===== config.mk =====
export PLATFORM = sky130hd
export DESIGN_NAME = kf_frame_feeder
export DESIGN_NICKNAME = d
export VERILOG_FILES = /design/src/rtl/kf_frame_feeder.sv
export SDC_FILE = /design/constraint.sdc
export NUM_CORES = 1
export LEC_CHECK = 0
export ABC_CLOCK_PERIOD_IN_PS = 4300
export CAP_MARGIN = 20
export CORE_ASPECT_RATIO = 0.5
export CORE_MARGIN = 1.5
export CORE_UTILIZATION = 35
export CTS_BUF_LIST = sky130_fd_sc_hd__clkbuf_8
export DETAILED_ROUTE_END_ITERATION = 6
export PLACE_DENSITY_LB_ADDON = 0.3
export REMOVE_ABC_BUFFERS = 1
export SYNTH_ARGS = -nofsm -noshare
export SYNTH_HDL_FRONTEND = slang
export SYNTH_SLANG_ARGS = --single-unit

===== constraint.sdc =====
create_clock -name clk -period 4.3 [get_ports clk]
set_clock_uncertainty 0.2 [all_clocks]
set_input_delay 1.075 -clock clk [delete_from_list [all_inputs] [get_ports clk]]
set_output_delay 1.075 -clock clk [all_outputs]
set_load 0.02 [all_outputs]

===== src/rtl/kf_frame_feeder.sv =====
// rtl/kf_frame_feeder.sv - sample FIFO with sign-magnitude conversion and frame launch/tracking for kf_top
module kf_frame_feeder #(
  parameter int W       = 24,
  parameter int NLOAD   = 6,
  parameter int DEPTH   = 16,
  parameter int TIMEOUT = 1023
) (
  input  logic                       clk,
  input  logic                       rst_n,
  input  logic                       in_valid,
  input  logic [W-1:0]               in_data,
  output logic                       in_ready,
  input  logic                       READY,
  output logic                       START,
  output logic [W-1:0]               DATA_IN,
  output logic                       frame_done,
  output logic                       frame_err,
  output logic                       sat_flag,
  output logic [15:0]                frame_cnt,
  output logic [$clog2(DEPTH):0]     fifo_level
);

  localparam int AW = $clog2(DEPTH);
  localparam int LW = AW + 1;
  localparam int KW = $clog2(NLOAD + 1);
  localparam int CW = $clog2(TIMEOUT + 1) + 1;

  typedef enum logic [1:0] {IDLE, LOAD, WAIT_BUSY, WAIT_DONE} state_t;

  state_t        state;
  logic [W-1:0]  mem [DEPTH];
  logic [AW-1:0] wr_ptr, rd_ptr;
  logic [LW-1:0] level;
  logic [KW-1:0] k;
  logic [CW-1:0] cnt;
  logic          push, pop, launch;
  logic [W-1:0]  neg_data, conv_word;
  logic          conv_sat;

  assign in_ready   = (level < LW'(DEPTH));
  assign fifo_level = level;
  assign push       = in_valid && in_ready;
  assign launch     = (state == IDLE) && (level >= LW'(NLOAD)) && READY;
  assign pop        = launch || ((state == LOAD) && (k < KW'(NLOAD)));

  // Most-negative input has no positive counterpart; clamp to max magnitude.
  always_comb begin
    neg_data  = -in_data;
    conv_sat  = 1'b0;
    conv_word = {1'b0, in_data[W-2:0]};
    if (in_data[W-1]) begin
      if (in_data[W-2:0] == '0) begin
        conv_word = '1;
        conv_sat  = 1'b1;
      end else begin
        conv_word = {1'b1, neg_data[W-2:0]};
      end
    end
  end

  always_ff @(posedge clk) begin
    if (push) mem[wr_ptr] <= conv_word;
  end

  always_ff @(posedge clk or negedge rst_n) begin
    if (!rst_n) begin
      state      <= IDLE;
      wr_ptr     <= '0;
      rd_ptr     <= '0;
      level      <= '0;
      k          <= '0;
      cnt        <= '0;
      START      <= 1'b0;
      DATA_IN    <= '0;
      frame_done <= 1'b0;
      frame_err  <= 1'b0;
      sat_flag   <= 1'b0;
      frame_cnt  <= '0;
    end else begin
      START      <= 1'b0;
      frame_done <= 1'b0;
      frame_err  <= 1'b0;
      if (push) wr_ptr <= wr_ptr + AW'(1);
      if (pop)  rd_ptr <= rd_ptr + AW'(1);
      level <= level + LW'(push) - LW'(pop);
      if (push && conv_sat) sat_flag <= 1'b1;

      case (state)
        IDLE: begin
          DATA_IN <= '0;
          if (launch) begin
            START   <= 1'b1;
            DATA_IN <= mem[rd_ptr];
            k       <= KW'(1);
            state   <= LOAD;
          end
        end
        LOAD: begin
          if (k < KW'(NLOAD)) begin
            DATA_IN <= mem[rd_ptr];
            k       <= k + KW'(1);
          end else begin
            DATA_IN <= '0;
            cnt     <= '0;
            state   <= WAIT_BUSY;
          end
        end
        WAIT_BUSY: begin
          if (!READY) begin
            cnt   <= '0;
            state <= WAIT_DONE;
          end else if (cnt == CW'(TIMEOUT)) begin
            frame_err <= 1'b1;
            state     <= IDLE;
          end else begin
            cnt <= cnt + CW'(1);
          end
        end
        WAIT_DONE: begin
          if (READY) begin
            frame_done <= 1'b1;
            frame_cnt  <= frame_cnt + 16'd1;
            state      <= IDLE;
          end else if (cnt == CW'(TIMEOUT)) begin
            frame_err <= 1'b1;
            state     <= IDLE;
          end else begin
            cnt <= cnt + CW'(1);
          end
        end
        default: state <= IDLE;
      endcase
    end
  end

endmodule

==> out/metrics.csv, run 1 <==
metric,value,unit
status,"complete, no violations",
setup_viol,0,
synthArstFlopShare,0.160,
cts_buffer_depth,3,
wl_met2,21800,um
grt_max_degree,67,
final_cell_mix,"edfxtp_1, mux4_2, clkdlybuf4s50_1",
hold_violations,0,
post_cts_buffers,0,
cts-buffers-inserted,69,
finalCriticalPeriod,3.68,ns
drive_gt1_frac,0.237,
hold_ws,0.276,ns
drc,0,
timing.rr.end,fifo_level[4]$_DFF_PN0_,
routed_wl,43900,um
synth-compound-area-share,0.0441,
grt_overflow,0,
maxCapViolCount,0,
synth_top_area_frac,0.626,
numClockSinks,457,
grt_pass1_wl,66200,um
irDropWorstVdd,0.419,mV
utilization,0.420,
gp_congestion,0.854,
wire_per_inst,22.7,um
critPathMaxFanout,16,
ant_nets,0,
required,4.57,ns
synth-seq-area-share,0.725,
crit_type,in2reg,
start_util,0.354,
fmax,271,MHz
worstHoldPathType,reg2reg,
syn_area,0.0184,mm2
synthTopCellsByArea,"edfxtp_1, mux4_2, dfrtp_1",
worst_pin_slew,0.869,ns
r2r_slack,1.28,ns
synthAdderAreaFrac,0.0126,
dieArea,0.0541,mm2
final_cells,1939,
crit_end,mem[2][16]$_DFFE_PP_,
highest_layer,met4,
hold_path_depth,1,
synthCells,1013,
io_buffer_count,77,
reg2reg_depth,12,
vias_per_cell,5.27,
critPathLaunch,in_data[1],
rsz0062_at_grt,no,
power_density,593,mW/mm2
p_leak,7.49,nW
rr_startpoint,state[0]$_DFFE_PN0P_,
rows,59,
clk_pin_slew,0.06,ns
antenna_found_initial,0,
htree_num_levels,3,
synthSimpleGateAreaFrac,0.0449,
vias,10200,
insertion_delay,0.64,ns
dp.cells,1814,
ys.flop_type,edfxtp_1,
met1_length,18500,um
yosys.area.top_type,edfxtp_1,
fin_nets,1231,
synthXorXnorAreaFrac,0.0124,
ys_ff_latch,457,
drt_iter0_markers,916,
hold_buffers,0,
post_cts_resized,0,
area_growth,18.4,%
grt_usage,0.167,
cp.arrival,3.95,ns
die_h,165,um
fp.dieW,327,um
dp_hpwl,25900,um
io_pins,78,
synth_mux_area_frac,0.145,
synth_edf_count,384,
slew_headroom,0.415,
setup.worst_path.start_class,input port,
wl_met3,2520,um
yosysUniqueCellTypes,52,
avgSynthCellArea,18.2,um2
cts_tree,yes,
power,0.0129,W
yosys_warnings,0,
critical_path.endpoint_type,flip-flop,
finalCritPeriodShare,0.857,
antenna_cells,0,
synth_top_family_by_area,multiplexers,
cts_root_buf,clkbuf_8,
finalMaxSlewViolations,0,
first_pass_iters,6,
coreArea,0.0520,mm2
first_global_vias,10700,
final_common_cell,edfxtp_1,
[metrics by stage]
stage                     setup WS, ns  setup TNS, ns  instance area (um2)
after floorplan                 -0.773         -18.73                18200
after global placement          -0.251          -4.01                20500
after detailed placement        -0.385          -6.15                20500
after CTS                        0.288              0                21800
after global routing             0.542              0                21800
final                            0.616              0                21800
[state kept, by name, summed over array words and instances, names as in the netlist]
register,cells
fifo_level,5
frame_err,1
rd_ptr,4
mem,384
wr_ptr,4
k,3
DATA_IN,24
state,2
frame_done,1
frame_cnt,16
START,1
cnt,11
sat_flag,1
[worst min-delay path by stage]
stage          slack, ns            startpoint              endpoint
6_report            0.28  sat_flag$_DFFE_PN0P_  sat_flag$_DFFE_PN0P_
2_1_floorplan       0.25      k[0]$_DFFE_PN0P_      k[0]$_DFFE_PN0P_
5_1_grt             0.29  sat_flag$_DFFE_PN0P_  sat_flag$_DFFE_PN0P_
3_3_place_gp        0.26      k[0]$_DFFE_PN0P_      k[0]$_DFFE_PN0P_
3_5_place_dp        0.26  sat_flag$_DFFE_PN0P_  sat_flag$_DFFE_PN0P_
4_1_cts             0.27  sat_flag$_DFFE_PN0P_  sat_flag$_DFFE_PN0P_
[kinds of logic (layout without fill, tap and decap cells)]
kind of cell	count (synthesis)	in the layout
adder cells (fa/ha/maj)	18	18
AO/OA/AOI/OAI	120	120
XOR/XNOR	26	26
AND/OR/NAND/NOR	172	172
flip-flops	457	457
multiplexers	146	146
buffers and inverters	74	299
[critical path: stages]
cell and delay, ns:
clkdlybuf4s50_1 0.49, inv_1 0.14, ha_1 0.17, nor3b_1 0.50, buf_4 0.22, nand4_1 0.24, o311ai_0 0.45, o21ai_0 0.17
nor2_1 0.23, buf_4 0.25
[where the power goes]
| group | switching [W] | leakage, nW | total [W] | internal [W] |
|---|---|---|---|---|
| sequential | 0.000441 | 4.40 | 0.00575 | 0.00531 |
| clock | 0.00170 | 0.745 | 0.00333 | 0.00162 |
| combinational | 0.00203 | 2.35 | 0.00386 | 0.00183 |
| total | 0.00417 | 7.49 | 0.0129 | 0.00877 |
[cell usage after synthesis, drive strengths merged, types with 12 or more instances]
cell,instances
inv,21
nor3,16
buf,12
ha,17
dfrtp,73
mux4,96
a21oi,12
o221ai,24
edfxtp,384
clkbuf,41
xnor2,18
nand2,61
mux2i,48
nor2,39
o21ai,51
[layer usage]
layer	GRT usage	vias to the layer above
met3	0.0327	82
li1	-	4415
met5	0	-
met4	0.0589	0
met1	0.214	5385
met2	0.285	339
[layout make-up]
type                    instances  area (um2)
fillers                      4644       30200
flip-flops and latches        457       13400
multi-input cells             482        4810
repair buffers                154        1400
clock buffers                  74        1020
well taps                     701         877
clock inverters                50         255
inverters                      21        78.8
Power figures use the tool's default switching activity.
==> run 2: changes to the inputs <==
- CTS_CLUSTER_DIAMETER: not set -> 60
- DONT_BUFFER_PORTS: not set -> 1
==> run 2 against run 1 <==
Net effect:
- combinational power down 15%
- clock power down 5%
- cell area down 4.5%
- count of clock-buffer cells in the layout is 5 lower
- sequential share of layout area up 2.9 points
- total power decreased by 3.8%
- maximum frequency rose by 8.7%
- critical path depth increased by 4
- non-clock buffer count fell by 101
- via count down 4.5%
- global-route usage is 0.42 points lower
- critical endpoint is now fifo_level[4]$_DFF_PN0_
- largest power group unchanged
==> out/metrics.csv, run 2 (same netlist as run 1, synthesis figures left out) <==
metric,value,unit,change
worstHoldPathType,in2async,,
p_leak,7.08,nW,-5.5%
grt_pass1_wl,64000,um,-3.3%
r2r_slack,0.91,ns,-0.37 ns
drt_iter0_markers,822,,-10%
finalMaxSlewViolations,0,,unchanged
switchingPower,0.00404,W,-3.2%
sw_frac_of_total,0.324,,+0.00193
rr_startpoint,fifo_level[4]$_DFF_PN0_,,
final_common_cell,edfxtp_1,,
grt_overflow,0,,unchanged
internal-power,0.00841,W,-4.1%
cts_tree,yes,,
first_pass_iters,5,,-1
finalCriticalPeriod,3.39,ns,-0.294 ns
wire_per_inst,23.8,um,+4.8%
fp.dieW,327,um,unchanged
hold_violations,0,,unchanged
first_global_vias,9968,,-6.6%
gp_congestion,0.805,,-5.7%
reg2reg_depth,14,,+2
rsz0062_at_grt,no,,
largest-register,mem,,
ant_nets,0,,unchanged
insertion_delay,0.61,ns,-0.03 ns
rows,59,,unchanged
coreArea,0.0520,mm2,unchanged
timing.rr.end,fifo_level[4]$_DFF_PN0_,,
maxCapViolCount,0,,unchanged
cts_root_buf,clkbuf_8,,
grt_usage,0.163,,-0.00418
largestRegisters,"mem x384, DATA_IN x24, frame_cnt x16",,
final_cell_mix,"edfxtp_1, mux4_2, dfrtp_1",,
dpl_cell_area,0.0196,mm2,-4.4%
clk_pin_slew,0.07,ns,about the same
critPathLaunch,fifo_level[4]$_DFF_PN0_,,
grt_max_degree,74,,+10%
largest_register_ffs,384,,unchanged
fin_nets,1129,,-8.3%
dp_hpwl,24100,um,-6.8%
slew_headroom,0.314,,-0.102
dieArea,0.0541,mm2,unchanged
hold_ws,0.173,ns,-0.103 ns
dp_slack,0.240,ns,+0.625 ns
antenna_found_initial,0,,unchanged
power_density,597,mW/mm2,+0.70%
setup_slack,0.910,ns,+0.294 ns
status,"complete, no violations",,
fmax,295,MHz,+8.7%
numClockSinks,457,,unchanged
drive_gt1_frac,0.232,,-0.00535
clkPwrFrac,0.255,,-0.002
utilization,0.401,,-0.0187
io_pins,78,,unchanged
vias_per_cell,5.32,,+0.92%
final_cells,1834,,-5.4%
finalCritPeriodShare,0.788,,-0.0683
routed_wl,43600,um,-0.84%
io_buffer_count,0,,-100%
pwr-share-comb,0.265,,-0.033
antenna_cells,0,,unchanged
required,4.58,ns,about the same
irDropWorstVdd,0.284,mV,-32%
vias,9756,,-4.5%
setup_viol,0,,unchanged
die_h,165,um,unchanged
worst_pin_slew,1.03,ns,+0.158 ns
start_util,0.354,,unchanged
dp.cells,1712,,-5.6%
critPathMaxFanout,9,,-7
post-route-cell-area,0.0208,mm2,-4.5%
htree_num_levels,3,,unchanged
crit_type,reg2reg,,
setup.worst_path.start_class,flip-flop,,
cp.arrival,3.67,ns,-0.28 ns
drc,0,,unchanged
area_growth,13.2,%,
cts_buffer_depth,3,,unchanged
pwr-share-seq,0.480,,+0.036
critical_path.endpoint_type,flip-flop,,
cts-buffers-inserted,68,,-1.4%
[run 2: cell types whose count changed in the layout (fill, tap and decap cells not counted), sizes merged]
| cell | change |
|---|---|
| buf | -26 |
| clkbuf | -5 |
| clkinv | -3 |
| clkdlybuf4s50 | -75 |
| inv | +4 |
[run 2: timing repair]
action / CTS / global route
hold endpoints to repair: 73 / 0
hold buffers: 1 / 0
resized for setup: 0 / 0
setup buffers: 0 / 0
[run 2: layer usage]
layer | vias up | wire length [um] | global-route usage
met5 | - | 0 | 0
met4 | 0 | 1230 | 0.0572
met3 | 94 | 2590 | 0.0345
met2 | 307 | 21700 | 0.280
met1 | 5152 | 18100 | 0.206
li1 | 4203 | - | -
[run 2: power by group through the flow]
stage               Combinational (W)  Clock, W  Sequential (W)
floorplan                     0.00229         0         0.00617
global placement              0.00326         0         0.00607
detailed placement            0.00333         0         0.00609
CTS                           0.00336   0.00327         0.00600
global route                  0.00359   0.00347         0.00604
finish                        0.00330   0.00317         0.00597
[run 2: layout make-up]
type	count	area [um2]
fill	4665	31100
tap	701	877
clock inverter	51	239
multi-input combinational	482	4810
timing repair buffer	53	518
clock buffer	69	950
sequential	457	13400
inverter	21	78.8
[run 2: how the worst max path moves through the flow]
stage	slack, ns	cells after the start	to
global placement	0.52	8	mem[8][10]$_DFFE_PP_
global route	0.65	14	fifo_level[4]$_DFF_PN0_
floorplan	-0.77	3	DATA_IN[17]$_DFFE_PN0P_
finish	0.91	14	fifo_level[4]$_DFF_PN0_
CTS	0.85	8	DATA_IN[5]$_DFFE_PN0P_
detailed placement	0.24	8	mem[0][10]$_DFFE_PP_
[run 2: critical path, cell delays in order (launching register included)]
cell and delay (ns):
dfrtp_1 0.46, inv_1 0.24, ha_1 0.19, nand2_1 0.08, a2111oi_2 0.49, or2_2 0.30
ha_1 0.26, inv_1 0.06, ha_1 0.15, inv_1 0.06, fa_1 0.39, inv_1 0.07
a21o_1 0.11, a21oi_1 0.07, xor2_1 0.14
[run 2: metrics by stage]
stage	power, W	setup TNS (ns)
detailed placement	0.00942	0
floorplan	0.00846	-18.73
CTS	0.0126	0
finish	0.0124	0
global placement	0.00933	0
global route	0.0131	0
==> run 3: changes to the inputs <==
- ABC_CLOCK_PERIOD_IN_PS: 4300 -> 2900
- clock period: 4.3 -> 2.9 ns (I/O delays scaled with it)
==> run 3 against run 2 <==
Net effect:
- flip-flop and latch count did not move
- clock power rose by 57%
- register-to-register slack got worse by 0.71 ns
- maximum frequency rose by 25%
- first-iteration DRC count fell by 23%
- via count rose by 1.1%
- non-clock buffer count rose by 38
- wire length rose by 1.8%
- critical path type unchanged
- highest routed layer unchanged
- largest power group unchanged
==> out/metrics.csv, run 3 (same netlist as run 1, synthesis figures left out) <==
metric,value,unit,change
vias,9867,,+1.1%
die_h,165,um,unchanged
numClockSinks,457,,unchanged
critical_path.endpoint_type,flip-flop,,
grt_pass1_wl,65800,um,+2.7%
antenna_cells,0,,unchanged
drive_gt1_frac,0.261,,+0.0289
io_buffer_count,0,,unchanged
finalCriticalPeriod,2.70,ns,-0.688 ns
nFillCells,4650,,-0.32%
hold_path_depth,1,,
io_pins,78,,unchanged
cts_tree,yes,,
antenna_found_initial,0,,unchanged
path_buf_inv,4,,unchanged
rows,59,,unchanged
finalMaxSlewViolations,0,,unchanged
grt_max_degree,74,,unchanged
setup_viol,0,,unchanged
rsz0062_at_grt,no,,
drc,0,,unchanged
fin_nets,1170,,+3.6%
finalCritPeriodShare,0.932,,+0.143
path_cells,"inv_2, ha_1, nand2_1, a2111oi_4, or2_4, ha_1, inv_1, ha_1, inv_1, fa_2, inv_1, a21o_1, a21oi_1, xor2_1",,
dp.cells,1748,,+2.1%
irDropWorstVdd,0.559,mV,+97%
grt_overflow,0,,unchanged
timing.rr.end,fifo_level[4]$_DFF_PN0_,,
crit_path_top_delay_cell,dfrtp_1,,
hold_ws,0.0962,ns,-0.0771 ns
insertion_delay,0.63,ns,+0.02 ns
min_to,sat_flag$_DFFE_PN0P_,,
cts-buffers-inserted,71,,+4.4%
fp.dieW,327,um,unchanged
dieArea,0.0541,mm2,unchanged
cts_buffer_depth,3,,unchanged
worst_pin_slew,0.559,ns,-0.467 ns
critPathMaxStageDelay,0.38,ns,-0.11 ns
clk_pin_slew,0.06,ns,about the same
required,3.20,ns,-1.38 ns
critPathLaunch,fifo_level[3]$_DFF_PN0_,,
largest-register,mem,,
area_growth,16.4,%,
slew_headroom,0.627,,+0.313
rr_startpoint,fifo_level[3]$_DFF_PN0_,,
cp.arrival,3.00,ns,-0.67 ns
final_common_cell,edfxtp_1,,
setup.worst_path.start_class,flip-flop,,
first_global_vias,10300,,+3.4%
coreArea,0.0520,mm2,unchanged
power_density,889,mW/mm2,+49%
largest_register_ffs,384,,unchanged
p_leak,7.36,nW,+3.9%
worstHoldPathType,in2reg,,
cts_root_buf,clkbuf_8,,
wire_per_inst,23.6,um,-0.75%
dp_hpwl,24900,um,+3.1%
crit_type,reg2reg,,
r2r_slack,0.20,ns,-0.71 ns
routed_wl,44300,um,+1.8%
ant_nets,0,,unchanged
gp_congestion,0.838,,+4.1%
grt_usage,0.166,,+0.00339
status,"complete, no violations",,
maxCapViolCount,0,,unchanged
reg2reg_depth,14,,unchanged
drt_iter0_markers,629,,-23%
tns,0,ns,unchanged
final_cells,1881,,+2.6%
first_pass_iters,5,,unchanged
start_util,0.354,,unchanged
fmax,370,MHz,+25%
hp-start,in_data[23],,
hold_violations,0,,unchanged
cp_top_family,adder cells,,
largestRegisters,"mem x384, DATA_IN x24, frame_cnt x16",,
vias_per_cell,5.25,,-1.4%
final_cell_mix,"edfxtp_1, mux4_2, clkbuf_8",,
critPathMaxFanout,3,,-6
htree_num_levels,3,,unchanged
[run 3: power by group]
| part | switching, W | leakage [nW] | internal [W] |
|---|---|---|---|
| combinational | 0.00279 | 2.18 | 0.00259 |
| clock | 0.00252 | 0.777 | 0.00246 |
| sequential | 0.000844 | 4.40 | 0.00787 |
| total | 0.00615 | 7.36 | 0.0129 |
[run 3: worst max-delay path by stage]
stage	to	slack, ns	cells past startpoint
5_1_grt	fifo_level[4]$_DFF_PN0_	0.005	14
3_3_place_gp	mem[11][21]$_DFFE_PP_	-0.37	7
6_report	fifo_level[4]$_DFF_PN0_	0.20	14
4_1_cts	fifo_level[4]$_DFF_PN0_	0.006	14
3_5_place_dp	mem[3][21]$_DFFE_PP_	-0.36	7
2_1_floorplan	DATA_IN[17]$_DFFE_PN0P_	-2.17	3
[run 3: cell type report]
cell class / count / area (um2) / share of cell area
well taps: 701 / 877 / 0.0409
clock buffers: 76 / 1050 / 0.0488
inverters: 21 / 78.8 / 0.00368
repair buffers: 91 / 973 / 0.0454
multi-input cells: 482 / 4830 / 0.225
clock inverters: 53 / 269 / 0.0125
flip-flops and latches: 457 / 13400 / 0.623
[run 3: timing repair]
item	4_1_cts	5_1_grt
setup buffers	0	0
gates resized for setup	0	6
hold buffers	3	1
endpoints found under the hold margin	84	5
setup endpoints to repair	0	2
[run 3: metrics by stage]
stage	worst slack [ns]	total power, W	cell area, um2	util
CTS	0.00558	0.0193	21400	0.412
finish	0.198	0.0191	21400	0.413
detailed placement	-0.361	0.0143	20100	0.386
global route	0.00545	0.0201	21400	0.413
global placement	-0.373	0.0141	20100	0.386
floorplan	-2.17	0.0123	18200	-
[run 3: layer usage]
metal	share of wire	GRT usage
met2	0.52	0.296
met1	0.42	0.206
met3	0.044	0.0360
met4	0.019	0.0465
met5	0	0
